`src/rtl/cpu_pmem_bridge_pkg.sv`:
```
// Shared types and constants for the CPU-to-64-bit physical memory bridge.
package cpu_pmem_bridge_pkg;

  typedef enum logic [1:0] {
    IDLE   = 2'd0,
    RD_REQ = 2'd1,
    WR_REQ = 2'd2,
    RESP   = 2'd3
  } bridge_state_t;

  localparam int          WORD_W        = 32;
  localparam int          PMEM_DATA_W   = 64;
  localparam int          PMEM_BE_W     = 8;
  localparam int          LANE_SEL_BIT  = 2;
  localparam logic [31:0] TIMEOUT_RDATA = 32'hDEAD_BEEF;

  // Place a 4-bit word enable onto the upper or lower half of the 8-byte beat.
  function automatic logic [PMEM_BE_W-1:0] lane_be(input logic lane_sel, input logic [3:0] be);
    if (lane_sel) begin
      return {be, 4'h0};
    end else begin
      return {4'h0, be};
    end
  endfunction

endpackage

```
`src/rtl/cpu_pmem_bridge_align.sv`:
```
// mem_lane_align: steers a 32-bit word onto / off the 64-bit physical memory lanes.
module mem_lane_align
  import cpu_pmem_bridge_pkg::*;
(
  input  logic                   lane_sel_i,
  input  logic [WORD_W-1:0]      wdata_i,
  input  logic [3:0]             be_i,
  input  logic [PMEM_DATA_W-1:0] pmem_rdata_i,
  output logic [PMEM_DATA_W-1:0] pmem_wdata_o,
  output logic [PMEM_BE_W-1:0]   pmem_be_o,
  output logic [WORD_W-1:0]      rdata_o
);

  // Write data goes out on both halves; byte enables pick which half memory takes.
  always_comb begin
    pmem_wdata_o = {wdata_i, wdata_i};
    pmem_be_o    = lane_be(lane_sel_i, be_i);
    if (lane_sel_i) begin
      rdata_o = pmem_rdata_i[63:32];
    end else begin
      rdata_o = pmem_rdata_i[31:0];
    end
  end

endmodule

```
`src/rtl/cpu_pmem_bridge.sv`:
```
// cpu_pmem_bridge: registers CPU requests and runs them against a 64-bit physical memory.
// Optional watchdog and sticky bridge_err output: define CPU_PMEM_BRIDGE_TIMEOUT_EN.
module cpu_pmem_bridge
  import cpu_pmem_bridge_pkg::*;
#(
  parameter int TIMEOUT_CYCLES = 256
) (
  input  logic                   clk,
  input  logic                   rst,
  input  logic                   mem_read,
  input  logic                   mem_write,
  input  logic [31:0]            mem_address,
  input  logic [WORD_W-1:0]      mem_wdata,
  input  logic [3:0]             mem_byte_enable,
  output logic [WORD_W-1:0]      mem_rdata,
  output logic                   mem_resp,
  output logic                   pmem_read,
  output logic                   pmem_write,
  output logic [31:0]            pmem_address,
  output logic [PMEM_DATA_W-1:0] pmem_wdata,
  output logic [PMEM_BE_W-1:0]   pmem_byte_enable,
  input  logic [PMEM_DATA_W-1:0] pmem_rdata,
  input  logic                   pmem_resp
`ifdef CPU_PMEM_BRIDGE_TIMEOUT_EN
  ,
  output logic                   bridge_err
`endif
);

  bridge_state_t     state_q, state_d;
  logic [31:2]       addr_q, addr_d;
  logic [WORD_W-1:0] wdata_q, wdata_d;
  logic [3:0]        be_q, be_d;
  logic [WORD_W-1:0] rdata_q, rdata_d;
  logic              mem_resp_q, mem_resp_d;
  logic              pmem_read_q, pmem_read_d;
  logic              pmem_write_q, pmem_write_d;
  logic [WORD_W-1:0] lane_rdata_s;
  logic              tmo_hit_s;
  logic              unused_s;

  assign unused_s = ^{mem_address[1:0]};

  mem_lane_align u_align (
    .lane_sel_i   (addr_q[LANE_SEL_BIT]),
    .wdata_i      (wdata_q),
    .be_i         (be_q),
    .pmem_rdata_i (pmem_rdata),
    .pmem_wdata_o (pmem_wdata),
    .pmem_be_o    (pmem_byte_enable),
    .rdata_o      (lane_rdata_s)
  );

`ifdef CPU_PMEM_BRIDGE_TIMEOUT_EN
  localparam int TMO_W = $clog2(TIMEOUT_CYCLES + 1);

  logic [TMO_W-1:0] tmo_cnt_q, tmo_cnt_d;
  logic             err_q, err_d;

  // A pmem_resp landing on the deadline cycle still completes normally.
  assign tmo_hit_s = ((state_q == RD_REQ) || (state_q == WR_REQ)) &&
                     (tmo_cnt_q == TMO_W'(TIMEOUT_CYCLES - 1)) && !pmem_resp;

  // Watchdog count and sticky error next-state.
  always_comb begin
    tmo_cnt_d = tmo_cnt_q;
    err_d     = err_q;
    case (state_q)
      IDLE: begin
        tmo_cnt_d = {TMO_W{1'b0}};
        if (mem_read && mem_write) begin
          err_d = 1'b1;
        end else begin
          err_d = err_q;
        end
      end
      RD_REQ, WR_REQ: begin
        tmo_cnt_d = tmo_cnt_q + TMO_W'(1);
        if (tmo_hit_s) begin
          err_d = 1'b1;
        end else begin
          err_d = err_q;
        end
      end
      default: begin
        tmo_cnt_d = tmo_cnt_q;
        err_d     = err_q;
      end
    endcase
  end

  // Watchdog registers.
  always_ff @(posedge clk) begin
    if (rst) begin
      tmo_cnt_q <= {TMO_W{1'b0}};
      err_q     <= 1'b0;
    end else begin
      tmo_cnt_q <= tmo_cnt_d;
      err_q     <= err_d;
    end
  end

  assign bridge_err = err_q;
`else
  logic unused_tmo_s;

  assign tmo_hit_s    = 1'b0;
  assign unused_tmo_s = (TIMEOUT_CYCLES > 0);
`endif

  // State and datapath registers.
  always_ff @(posedge clk) begin
    if (rst) begin
      state_q      <= IDLE;
      addr_q       <= 30'h0;
      wdata_q      <= 32'h0;
      be_q         <= 4'h0;
      rdata_q      <= 32'h0;
      mem_resp_q   <= 1'b0;
      pmem_read_q  <= 1'b0;
      pmem_write_q <= 1'b0;
    end else begin
      state_q      <= state_d;
      addr_q       <= addr_d;
      wdata_q      <= wdata_d;
      be_q         <= be_d;
      rdata_q      <= rdata_d;
      mem_resp_q   <= mem_resp_d;
      pmem_read_q  <= pmem_read_d;
      pmem_write_q <= pmem_write_d;
    end
  end

  // Next-state: a write wins over a simultaneous read.
  always_comb begin
    state_d = state_q;
    case (state_q)
      IDLE: begin
        if (mem_write) begin
          state_d = WR_REQ;
        end else if (mem_read) begin
          state_d = RD_REQ;
        end else begin
          state_d = IDLE;
        end
      end
      RD_REQ, WR_REQ: begin
        if (pmem_resp || tmo_hit_s) begin
          state_d = RESP;
        end else begin
          state_d = state_q;
        end
      end
      RESP:    state_d = IDLE;
      default: state_d = IDLE;
    endcase
  end

  // Request capture, response data and registered strobes.
  always_comb begin
    addr_d  = addr_q;
    wdata_d = wdata_q;
    be_d    = be_q;
    rdata_d = rdata_q;
    case (state_q)
      IDLE: begin
        if (mem_write) begin
          addr_d  = mem_address[31:2];
          wdata_d = mem_wdata;
          be_d    = mem_byte_enable;
        end else if (mem_read) begin
          addr_d = mem_address[31:2];
        end else begin
          addr_d = addr_q;
        end
      end
      RD_REQ: begin
        if (pmem_resp) begin
          rdata_d = lane_rdata_s;
        end else if (tmo_hit_s) begin
          rdata_d = TIMEOUT_RDATA;
        end else begin
          rdata_d = rdata_q;
        end
      end
      WR_REQ: begin
        if (tmo_hit_s) begin
          rdata_d = TIMEOUT_RDATA;
        end else begin
          rdata_d = rdata_q;
        end
      end
      default: rdata_d = rdata_q;
    endcase
    pmem_read_d  = (state_d == RD_REQ);
    pmem_write_d = (state_d == WR_REQ);
    mem_resp_d   = (state_d == RESP);
  end

  assign mem_rdata    = rdata_q;
  assign mem_resp     = mem_resp_q;
  assign pmem_read    = pmem_read_q;
  assign pmem_write   = pmem_write_q;
  assign pmem_address = {addr_q[31:3], 3'b000};

endmodule

```
`config.mk`:
```
export PLATFORM = sky130hd
export DESIGN_NAME = cpu_pmem_bridge
export DESIGN_NICKNAME = d
export VERILOG_FILES = /design/src/rtl/cpu_pmem_bridge_pkg.sv /design/src/rtl/cpu_pmem_bridge_align.sv /design/src/rtl/cpu_pmem_bridge.sv
export SDC_FILE = /design/constraint.sdc
export NUM_CORES = 1
export LEC_CHECK = 0
export CAP_MARGIN = 25
export CORE_MARGIN = 3
export CORE_UTILIZATION = 39
export DETAILED_ROUTE_END_ITERATION = 10
export HOLD_SLACK_MARGIN = 0.1
export PLACE_DENSITY = 0.92
export SETUP_SLACK_MARGIN = 0.4
export SLEW_MARGIN = 20
export SYNTH_ARGS = -nofsm -noshare
export SYNTH_HDL_FRONTEND = slang
export SYNTH_SLANG_ARGS = --single-unit
```
`constraint.sdc`:
```
create_clock -name clk -period 2.6 [get_ports clk]
set_input_delay 0.39 -clock clk [delete_from_list [all_inputs] [get_ports clk]]
set_output_delay 0.39 -clock clk [all_outputs]
set_load 0.02 [all_outputs]
```
Word-level counts from Yosys, hierarchy flattened --
Cells that the tools add are included.
Operators by class: $add $sub $neg 0, $mul 0, divide/modulo/power cells 0, magnitude comparators 0, equality and inequality tests 6, shift-type cells 0, multiplexer cells 8, bitwise gates (word level) 0, reduce and logical (&&, ||, !) cells 6
Operator list (count):
- 30-bit 2-to-1 mux | 2
- 32-bit 2-to-1 mux | 1
- 2-bit == test (second input constant) | 4
- 8-bit 2-to-1 mux | 1
- 2-bit case mux with 3 select lines | 1
- 2-bit AND reduction | 3
- 2-bit by 1-bit == test with 1-bit output (second input constant) | 2
- 2-bit 2-to-1 mux | 2
- 2-bit zero test | 1
- 2-bit nonzero test | 1
- 2-bit OR reduction | 1
- 1-bit 2-to-1 mux | 1
Word-level totals: flip-flop bits (word level) 103, bits in latches 0, RAM bits 0, bits in read-only memories 0, input bits 137, output and inout port bits 139, word-level logic and storage cells 28, memories 0

Depth between registers and ports, before layout --
Gate-level depths: netlist of the first run.
depth in word-level cells 4, gate-level depth with buffers 7, mapped depth without buffers 5

Hierarchy --
Synthesis of the first run repeated with hierarchy kept, for this count alone.
Unflattened totals: cells, all modules 591, area, all modules 4773.3 um^2
Modules (own cells, without submodules):
- cpu_pmem_bridge | times used 1, cells each 483, area each 3833.7 um^2, seq. area each 2062.0 um^2
- mem_lane_align | times used 1, cells each 108, area each 939.7 um^2, seq. area each 0.0 um^2

Worst setup path after synthesis of the first run --
OpenSTA, ideal clock, no wires.
kind register to output, from register addr_q[2] (netlist name), to output port pmem_byte_enable[0], data arrival time 902 ps, path slack 1308 ps, stages on the path, launching flop included 4, cell sequence dfxtp_1 -> buf_4 -> buf_2 -> nor2b_1
Between the ends: cells in the longest elaborated chain, start to end 1
Ends and longest elaborated chain:
- start: declaration | line cpu_pmem_bridge.sv:31 | logic [31:2] addr_q, addr_d;
- start signal: assignment | line cpu_pmem_bridge.sv:124 | addr_q <= addr_d;
- 8-bit 2-to-1 mux | line cpu_pmem_bridge_pkg.sv:19 | if (lane_sel) begin
- end: declaration | line cpu_pmem_bridge.sv:21 | output logic [PMEM_BE_W-1:0] pmem_byte_enable,
No other way between the ends.

Final worst setup path of the first run --
from register addr_q[2] (netlist name), to output port pmem_byte_enable[4]
The elaborated chain is that of the path after synthesis.

==> results of run 1 <==
-- how the worst max path moves through the flow --
stage,to,slack [ns],start
finish,pmem_byte_enable[4],0.57,addr_q[2]
CTS,pmem_byte_enable[4],0.53,addr_q[2]
detailed placement,mem_rdata[22],0.60,pmem_resp
floorplan,pmem_byte_enable[0],1.31,addr_q[2]
global route,pmem_byte_enable[4],0.48,addr_q[2]
global placement,mem_rdata[5],0.74,pmem_resp
-- power groups by stage --
stage / clock (W) / sequential, W / combinational (W)
after global routing: 0.00113 / 0.00176 / 0.00105
final: 0.00104 / 0.00175 / 0.000979
after global placement: 0 / 0.00178 / 0.000956
after CTS: 0.00107 / 0.00175 / 0.000986
after floorplan: 0 / 0.00188 / 0.000407
after detailed placement: 0 / 0.00179 / 0.000981
-- layout make-up --
type                            count  share of cell area (%)
Inverter                            2                  0.1086
Tap cell                          136                   2.461
Clock buffer                       13                   2.443
Multi-Input combinational cell    324                   24.66
Timing Repair Buffer              276                   39.88
Clock inverter                      3                  0.5790
Sequential cell                   103                   29.87
-- synth_stat cells --
library cell,n
nand2_1,133
dfxtp_1,103
a21oi_1,66
buf_4,38
nor2_1,33
a211oi_1,32
mux2i_1,32
buf_2,11
clkbuf_1,10
buf_6,9
and2_1,6
nor2b_1,5
buf_1,3
ha_1,3
o21ai_0,3
inv_1,2
o21a_1,2
and3b_1,1
conb_1,1
nand2_2,1
nand3b_1,1
nor3_1,1
nor4_1,1
o21ai_1,1
-- routing by layer --
metal | track usage (%) | routed length (um) | vias to the layer above
li1 | - | - | 2045
met4 | 7.307 | 248 | 0
met2 | 40.37 | 7135 | 172
met5 | 0 | 0 | -
met1 | 22.74 | 5076 | 1839
met3 | 6.411 | 944 | 23
-- kinds of logic after synthesis --
logic type / after synthesis / synth area share [%]
AND/OR/NAND/NOR: 182 / 17.06
AO/OA/AOI/OAI: 104 / 14.24
flip-flops: 103 / 48.48
buffers and inverters: 73 / 11.71
multiplexers: 32 / 7.532
adder cells (fa/ha/maj): 3 / 0.8827
other: 1 / 0.08818
-- timing repair --
action                                  4_1_cts  5_1_grt
resized for setup                             1        0
hold buffers                                  0        0
endpoints found under the setup margin        3        0
-- worst register-to-register path, stage by stage, from the launching register on --
cell	delay, ns
dfxtp_1	0.32
inv_1	0.11
ha_1	0.15
and2_2	0.13
buf_4	0.47
nor2_1	0.17
a211oi_1	0.27
-- through the flow --
step | total power (W) | cells | instance area [um2] | util [%]
2_1_floorplan | 0.002290 | 500 | 4260 | -
3_3_place_gp | 0.002736 | 841 | 6704 | 64.08
3_5_place_dp | 0.002769 | 841 | 6704 | 64.08
4_1_cts | 0.003803 | 857 | 6915 | 66.10
5_1_grt | 0.003947 | 857 | 6915 | 66.10
6_report | 0.003765 | 857 | 6915 | 66.10
-- state kept, by name (all words and copies together) (netlist names) --
register and count:
addr_q 30, be_q 4, mem_rdata 32, mem_resp 1, pmem_read 1, pmem_write 1
state_q 2, wdata_q 32
==> impl_metrics.csv, run 1 <==
group,metric,value,unit
floorplan,die_w,110.4,um
cts,clk_pin_slew_worst_paths,0.09,ns
pwr,power.density,544.5,mW/mm2
timing,fin_ws,0.5725,ns
worst_hold_path,min_to,"be_q[2]",
worst_setup_path,crit_buf_inv,1,
outcome,status,"completed",
detailed_routing,via_count,4079,
floorplan,boundaryPins,276,
yosys,syn_area,0.004253,mm2
grt,grt_pass1_vias,4143,
worst_setup_path,crit_slowest_cell,"clkdlybuf4s50_1",
worst_setup_path,reg2reg_depth,6,
yosys,seq_area_frac_synth,48.48,%
finish,final_common_cell,"clkdlybuf4s50_1",
yosys,synthCells,498,
grt,grt-ovfl-total,0,
timing,tns,0,ns
worst_setup_path,reg2reg_slack,0.90,ns
timing,fmax,493.2,MHz
timing,finClkSkew,0.006115,ns
pwr,power_leakage,2.500,nW
placed_design,place_ws,0.5959,ns
detailed_routing,ant_nets,0,
worst_hold_path,min_from,"be_q[2]",
worst_setup_path,cp_cell_sequence,"and2_1 > clkdlybuf4s50_1",
pwr,switching_share,28.11,%
grt,grt.total_usage,21.54,%
grt,grt_max_degree,65,
floorplan,core-area,0.01046,mm2
finish,drive_above_1_share,3.606,%
timing,setup_viol,0,
yosys,synth-seq-cells,103,
cts,numCtsBuffers,9,
floorplan,start_util,40.65,%
floorplan,dieArea,0.01219,mm2
detailed_routing,initialDrtViolationCount,193,
worst_setup_path,cp.required,2.21,ns
placed_design,hpwl,10370,um
worst_setup_path,rr_startpoint,"state_q[1]",
cts,clock-sinks,103,
timing,rsz0062_at_grt,"no",
timing,maxSlewViolCount,0,
timing,max_slew_margin,55.82,%
worst_setup_path,end_kind,"output port",
yosys,yosysTopAreaCell,"dfxtp_1",
cts,cts_tree,"yes",
worst_setup_path,timing.rr.end,"mem_rdata[2]",
pwr,clkPwrFrac,27.5,%
worst_setup_path,cpPeakStageDelay,0.61,ns
worst_setup_path,crit_cells,2,
finish,regArea,0.002066,mm2
cts,htreeDepth,3,
pwr,seq_power_share,46.5,%
detailed_routing,drt_first_pass_iters,4,
grt,grt_pass1_wl,21600,um
finish,multiInputGateArea,0.001705,mm2
cts,postCtsSetupBuffers,0,
cts,insertion_delay,0.35,ns
detailed_routing,wl_per_cell,15.64,um
pwr,power.switching,0.001058,W
worst_hold_path,hold_path_depth,2,
worst_setup_path,cp_top_family,"buffers and inverters",
detailed_routing,vias_per_cell,4.760,
finish,fill_cells,827,
worst_hold_path,min_path_type,"reg2reg",
cts,root_buffer,"clkbuf_8",
finish,final_cell_mix,"clkdlybuf4s50_1 (269), nand2_1 (133), dfxtp_1 (102), a21oi_1 (66), nor2_1 (33)",
pwr,power_frac_comb,26.0,%
placed_design,portBuffers,270,
timing,holdWs,0.4611,ns
yosys,avgSynthCellArea,8.540,um2
finish,final_nets,856,
flow_run,maxCapViolCount,0,
yosys,yosysUniqueCellTypes,24,
grt,grt_antenna_before_repair,0,
yosys,ys_warn_count,0,
cts,ctsLongestPathBuffers,2,
timing,hold_violations,0,
worst_setup_path,critical_path_class,"reg2out",
timing,min_period_over_period,77.98,%
timing,worst_pin_slew,0.6603,ns
detailed_routing,drc,0,
yosys,synth.area.top_cells,"dfxtp_1 (48%), nand2_1 (12%), a21oi_1 (7.8%)",
yosys,synth_top_area_share,48.48,%
finish,diodes,0,
worst_setup_path,crit_arrival,1.64,ns
timing,post-route-min-period,2.028,ns
pwr,internal_power,0.002707,W
floorplan,die_y,110.4,um
floorplan,fp-row-count,37,
pwr,vdd_drop_max,0.3472,mV
worst_setup_path,critical_path.max_fanout,17,
worst_setup_path,cp-start-kind,"flop",
finish,area_delta_synth_final,62.61,%
placed_design,place_congestion,0.8877,
detailed_routing,wl,13400,um
No activity file was read; power rests on OpenSTA's default activity.
==> run 2: changes to the inputs <==
- CORE_UTILIZATION: 39 -> 36
- PLACE_DENSITY: 0.92 -> 0.86
- clock period: 2.6 -> 2.1 ns (I/O delays scaled with it)
==> impl_metrics.csv, run 2 (synthesized netlist as in run 1, its figures left out) <==
group,metric,value,unit
finish,area_delta_synth_final,66.11,%
pwr,power_leakage,2.624,nW
timing,min_period_over_period,79.24,%
detailed_routing,wl,13200,um
detailed_routing,wl_per_cell,15.26,um
grt,grt_antenna_before_repair,0,
finish,final_nets,858,
placed_design,hpwl,10160,um
timing,fmax,601.0,MHz
floorplan,die_y,114.7,um
worst_setup_path,crit_slowest_cell,"clkdlybuf4s50_1",
placed_design,place_congestion,0.7462,
flow_run,maxCapViolCount,0,
detailed_routing,ant_nets,0,
cts,root_buffer,"clkbuf_16",
floorplan,die_w,114.7,um
floorplan,start_util,37.09,%
detailed_routing,vias_per_cell,4.782,
outcome,status,"completed",
pwr,power.density,728.1,mW/mm2
detailed_routing,via_count,4136,
worst_setup_path,critical_path.max_fanout,3,
finish,final_cell_mix,"clkdlybuf4s50_1 (259), nand2_1 (133), dfxtp_1 (102), a21oi_1 (66), nor2_1 (33)",
timing,fin_ws,0.4360,ns
grt,grt_pass1_vias,4066,
timing,setup_viol,0,
worst_hold_path,min_from,"addr_q[19]",
timing,maxSlewViolCount,0,
worst_hold_path,min_path_type,"reg2reg",
floorplan,fp-row-count,39,
worst_setup_path,startpoint,"wdata_q[0]",
timing,post-route-min-period,1.664,ns
finish,final_common_cell,"clkdlybuf4s50_1",
worst_setup_path,cpPeakStageDelay,0.63,ns
placed_design,portBuffers,270,
worst_setup_path,cp_cell_sequence,"clkdlybuf4s50_1",
cts,cts_tree,"yes",
worst_setup_path,end_kind,"output port",
worst_setup_path,cp_top_family,"buffers and inverters",
finish,fill_cells,979,
worst_setup_path,crit_arrival,1.35,ns
floorplan,boundaryPins,276,
detailed_routing,drc,0,
finish,regArea,0.002066,mm2
cts,htreeDepth,3,
detailed_routing,initialDrtViolationCount,210,
timing,worst_pin_slew,0.6708,ns
timing,hold_violations,0,
timing,rsz0062_at_grt,"no",
cts,numCtsBuffers,9,
cts,clock-sinks,103,
placed_design,place_ws,0.4153,ns
timing,finClkSkew,0.005784,ns
timing,max_slew_margin,55.28,%
worst_setup_path,cp-start-kind,"flop",
detailed_routing,drt_first_pass_iters,5,
cts,ctsLongestPathBuffers,2,
grt,grt_pass1_wl,20220,um
worst_setup_path,critical_path_class,"reg2out",
cts,clk_pin_slew_worst_paths,0.07,ns
timing,tns,0,ns
floorplan,core-area,0.01147,mm2
worst_setup_path,rr_startpoint,"state_q[0]",
finish,multiInputGateArea,0.001705,mm2
worst_setup_path,crit_buf_inv,1,
grt,grt-ovfl-total,0,
grt,grt_max_degree,65,
worst_setup_path,cp.required,1.78,ns
finish,drive_above_1_share,3.601,%
grt,grt.total_usage,19.12,%
finish,diodes,0,
floorplan,dieArea,0.01315,mm2
cts,insertion_delay,0.33,ns
pwr,vdd_drop_max,0.6344,mV
[run 2: through the flow]
stage	std cells	utilization, %	instance area, um2	power [W]	hold WS (ns)
2_1_floorplan	500	-	4260	0.002835	0.4402
3_3_place_gp	850	58.89	6753	0.003401	0.4421
3_5_place_dp	850	58.89	6753	0.003439	0.4461
4_1_cts	865	61.56	7059	0.005205	0.4555
5_1_grt	865	61.60	7064	0.005366	0.4771
6_report	865	61.60	7064	0.005143	0.4529
[run 2: cell type report]
| class | instances | share of cell area (%) |
|---|---|---|
| repair buffers | 278 | 39.53 |
| flip-flops and latches | 103 | 29.24 |
| multi-input cells | 324 | 24.14 |
| clock buffers | 12 | 3.489 |
| well taps | 143 | 2.533 |
| clock inverters | 3 | 0.9564 |
| inverters | 2 | 0.1063 |
[run 2: worst paths after layout]
| kind | endpoint | slack, ns | cells past startpoint |
|---|---|---|---|
| setup reg to reg | wdata_q[16] | 0.61 | 6 |
| hold reg to reg | addr_q[19] | 0.45 | 2 |
| setup / recovery | pmem_wdata[0] | 0.44 | 1 |
| hold / removal | addr_q[19] | 0.45 | 2 |
[run 2: where the power goes]
group          leakage [nW]  total [W]  switching, W  internal (W)
clock network         0.149    0.00176      0.000689       0.00107
logic                  1.63    0.00122      0.000592      0.000632
registers             0.844    0.00216     0.0000783       0.00208
total                  2.62    0.00514       0.00136       0.00378
[run 2: what timing repair did]
item | 4_1_cts | 5_1_grt
buffers inserted | 0 | 0
hold buffers | 0 | 0
pin swaps | 0 | 0
resized for setup | 9 | 2
cloned | 0 | 0
endpoints found under the setup margin | 8 | 2
[run 2: worst min-delay path, stage by stage (launching register included)]
cell	delay [ns]
dfxtp_1	0.31
nand2_1	0.05
a21oi_1	0.05
[run 2: per-layer routing]
layer / vias to the layer above / part of all wire [%] / track usage [%] / routed length (um)
met4: 0 / 1.2 / 4.695 / 162
met1: 1917 / 37 / 20.84 / 4911
met5: - / 0 / 0 / 0
met3: 15 / 8.5 / 6.818 / 1119
li1: 2046 / - / - / -
met2: 158 / 53 / 35.16 / 7010
==> run 3: changes to the inputs <==
- CORE_UTILIZATION: 36 -> 33
- PLACE_DENSITY: 0.86 -> 0.83
- clock period: 2.1 -> 1.47 ns (I/O delays scaled with it)
==> impl_metrics.csv, run 3 (synthesized netlist as in run 1, its figures left out) <==
group,metric,value,unit
detailed_routing,wl_met3,1343,um
finish,drive_above_1_share,62.09,%
placed_design,place_congestion,0.8230,
finish,final_nets,921,
floorplan,die_w,119.5,um
floorplan,die_y,119.5,um
timing,post-route-min-period,1.395,ns
floorplan,dieArea,0.01429,mm2
cts,clock-sinks,103,
cts,cts_tree,"yes",
placed_design,hpwl,10660,um
grt,grt.total_usage,20.97,%
worst_setup_path,critical_path.max_fanout,7,
placed_design,dp_cells,887,
detailed_routing,met1_length,6794,um
pwr,power.density,940.8,mW/mm2
cts,htreeDepth,3,
cts,insertion_delay,0.35,ns
floorplan,start_util,34.54,%
detailed_routing,wl,18690,um
finish,final-instance-count-excl-fill,954,
worst_setup_path,rr_startpoint,"state_q[1]",
worst_hold_path,min_path_type,"in2reg",
detailed_routing,ant_nets,0,
timing,maxSlewViolCount,0,
grt,grt_max_degree,41,
floorplan,fp-row-count,40,
pwr,power_leakage,3.607,nW
outcome,status,"completed",
floorplan,boundaryPins,276,
detailed_routing,drt_first_pass_iters,4,
grt,grt_pass1_wl,23660,um
finish,area_delta_synth_final,110.8,%
detailed_routing,initialDrtViolationCount,270,
grt,grt-ovfl-total,0,
cts,ctsLongestPathBuffers,2,
worst_setup_path,startpoint,"state_q[1]",
placed_design,portBuffers,270,
timing,min_period_over_period,94.88,%
detailed_routing,wl_per_cell,19.59,um
detailed_routing,top_layer_used,"met4",
cts,numCtsBuffers,9,
detailed_routing,drc,0,
finish,multiInputGateArea,0.002514,mm2
timing,finClkSkew,0.004445,ns
worst_setup_path,cp.required,1.75,ns
finish,final_common_cell,"clkdlybuf4s50_1",
detailed_routing,wl_met2,10190,um
worst_setup_path,cp-start-kind,"flop",
worst_setup_path,end_kind,"flop",
cts,clk_pin_slew_worst_paths,0.07,ns
finish,final_cell_mix,"clkdlybuf4s50_1 (132), buf_6 (107), nand2_1 (82), dfxtp_2 (71), buf_4 (61)",
detailed_routing,via_count,4699,
timing,max_slew_margin,57.61,%
cts,root_buffer,"clkbuf_16",
pwr,total_power,0.008434,W
finish,diodes,0,
detailed_routing,vias_per_cell,4.926,
worst_setup_path,critical_path_class,"reg2reg",
flow_run,maxCapViolCount,0,
worst_setup_path,crit_arrival,1.67,ns
worst_hold_path,min_from,"rst",
grt,grt_antenna_before_repair,0,
floorplan,core-area,0.01231,mm2
finish,regArea,0.002203,mm2
grt,grt_pass1_vias,4513,
timing,fmax,717.0,MHz
pwr,vdd_drop_max,0.8250,mV
timing,hold_violations,0,
finish,fill_cells,820,
timing,worst_pin_slew,0.6358,ns
timing,rsz0062_at_grt,"yes",
timing,setup_viol,0,
run 3: changes by cell type in the layout (fill, tap and decap cells not counted), sizes merged, moves of 8 or more:
cell           delta
buf             +181
clkdlybuf4s50   -127
clkbuf            +9
and2              +8
dlygate4sd2       -8
run 3: final cells by class:
type                       instances  share of cell area, %
clock buffer                      10                  2.666
sequential                       103                  24.58
clock inverter                     6                  1.019
tap                              168                  2.345
timing repair buffer             333                  41.21
inverter                           2                 0.1396
multi-input combinational        332                  28.04
run 3: worst paths after layout:
| path | endpoint | slack (ns) | cells after the start |
|---|---|---|---|
| setup / recovery | addr_q[14] | 0.08 | 7 |
| hold / removal | state_q[0] | 0.38 | 2 |
| setup reg to reg | addr_q[14] | 0.08 | 7 |
| hold reg to reg | addr_q[17] | 0.46 | 2 |
run 3: worst max-delay path, stage by stage (launching register included):
cell and delay [ns]:
dfxtp_2 0.36, inv_4 0.06, ha_4 0.19, buf_6 0.13
o21ai_4 0.12, clkbuf_16 0.23, nand2_1 0.09, a21oi_2 0.15
run 3: repair_timing:
item                       in CTS  in global routing
resized for setup             794                301
setup endpoints to repair     239                209
setup buffers                  12                 13
pin swaps                       8                 79
hold buffers                    0                  0
cloned                         10                 16
run 3: per-stage QoR:
| stage | setup TNS, ns | setup slack (ns) | instance area, um2 | util, % | hold slack (ns) |
|---|---|---|---|---|---|
| detailed placement | -2.431 | -0.09970 | 7024 | 57.05 | 0.4472 |
| global placement | -0.6682 | -0.03050 | 7024 | 57.05 | 0.4413 |
| global route | 0 | 0.0001189 | 8965 | 72.82 | 0.3977 |
| finish | 0 | 0.07522 | 8965 | 72.82 | 0.3820 |
| floorplan | 0 | 0.3141 | 4349 | - | 0.3565 |
| CTS | 0 | 0.1127 | 7600 | 61.73 | 0.3162 |
run 3: report_power, final:
group / switching, W / total [W] / internal [W]
Combinational: 0.00123 / 0.00263 / 0.00141
Clock: 0.00109 / 0.00264 / 0.00155
Sequential: 0.000172 / 0.00316 / 0.00299
run 3: layer usage:
metal,vias up,track usage (%)
li1,2190,-
met5,-,0
met4,0,6.872
met2,205,38.24
met3,36,7.352
met1,2268,22.57
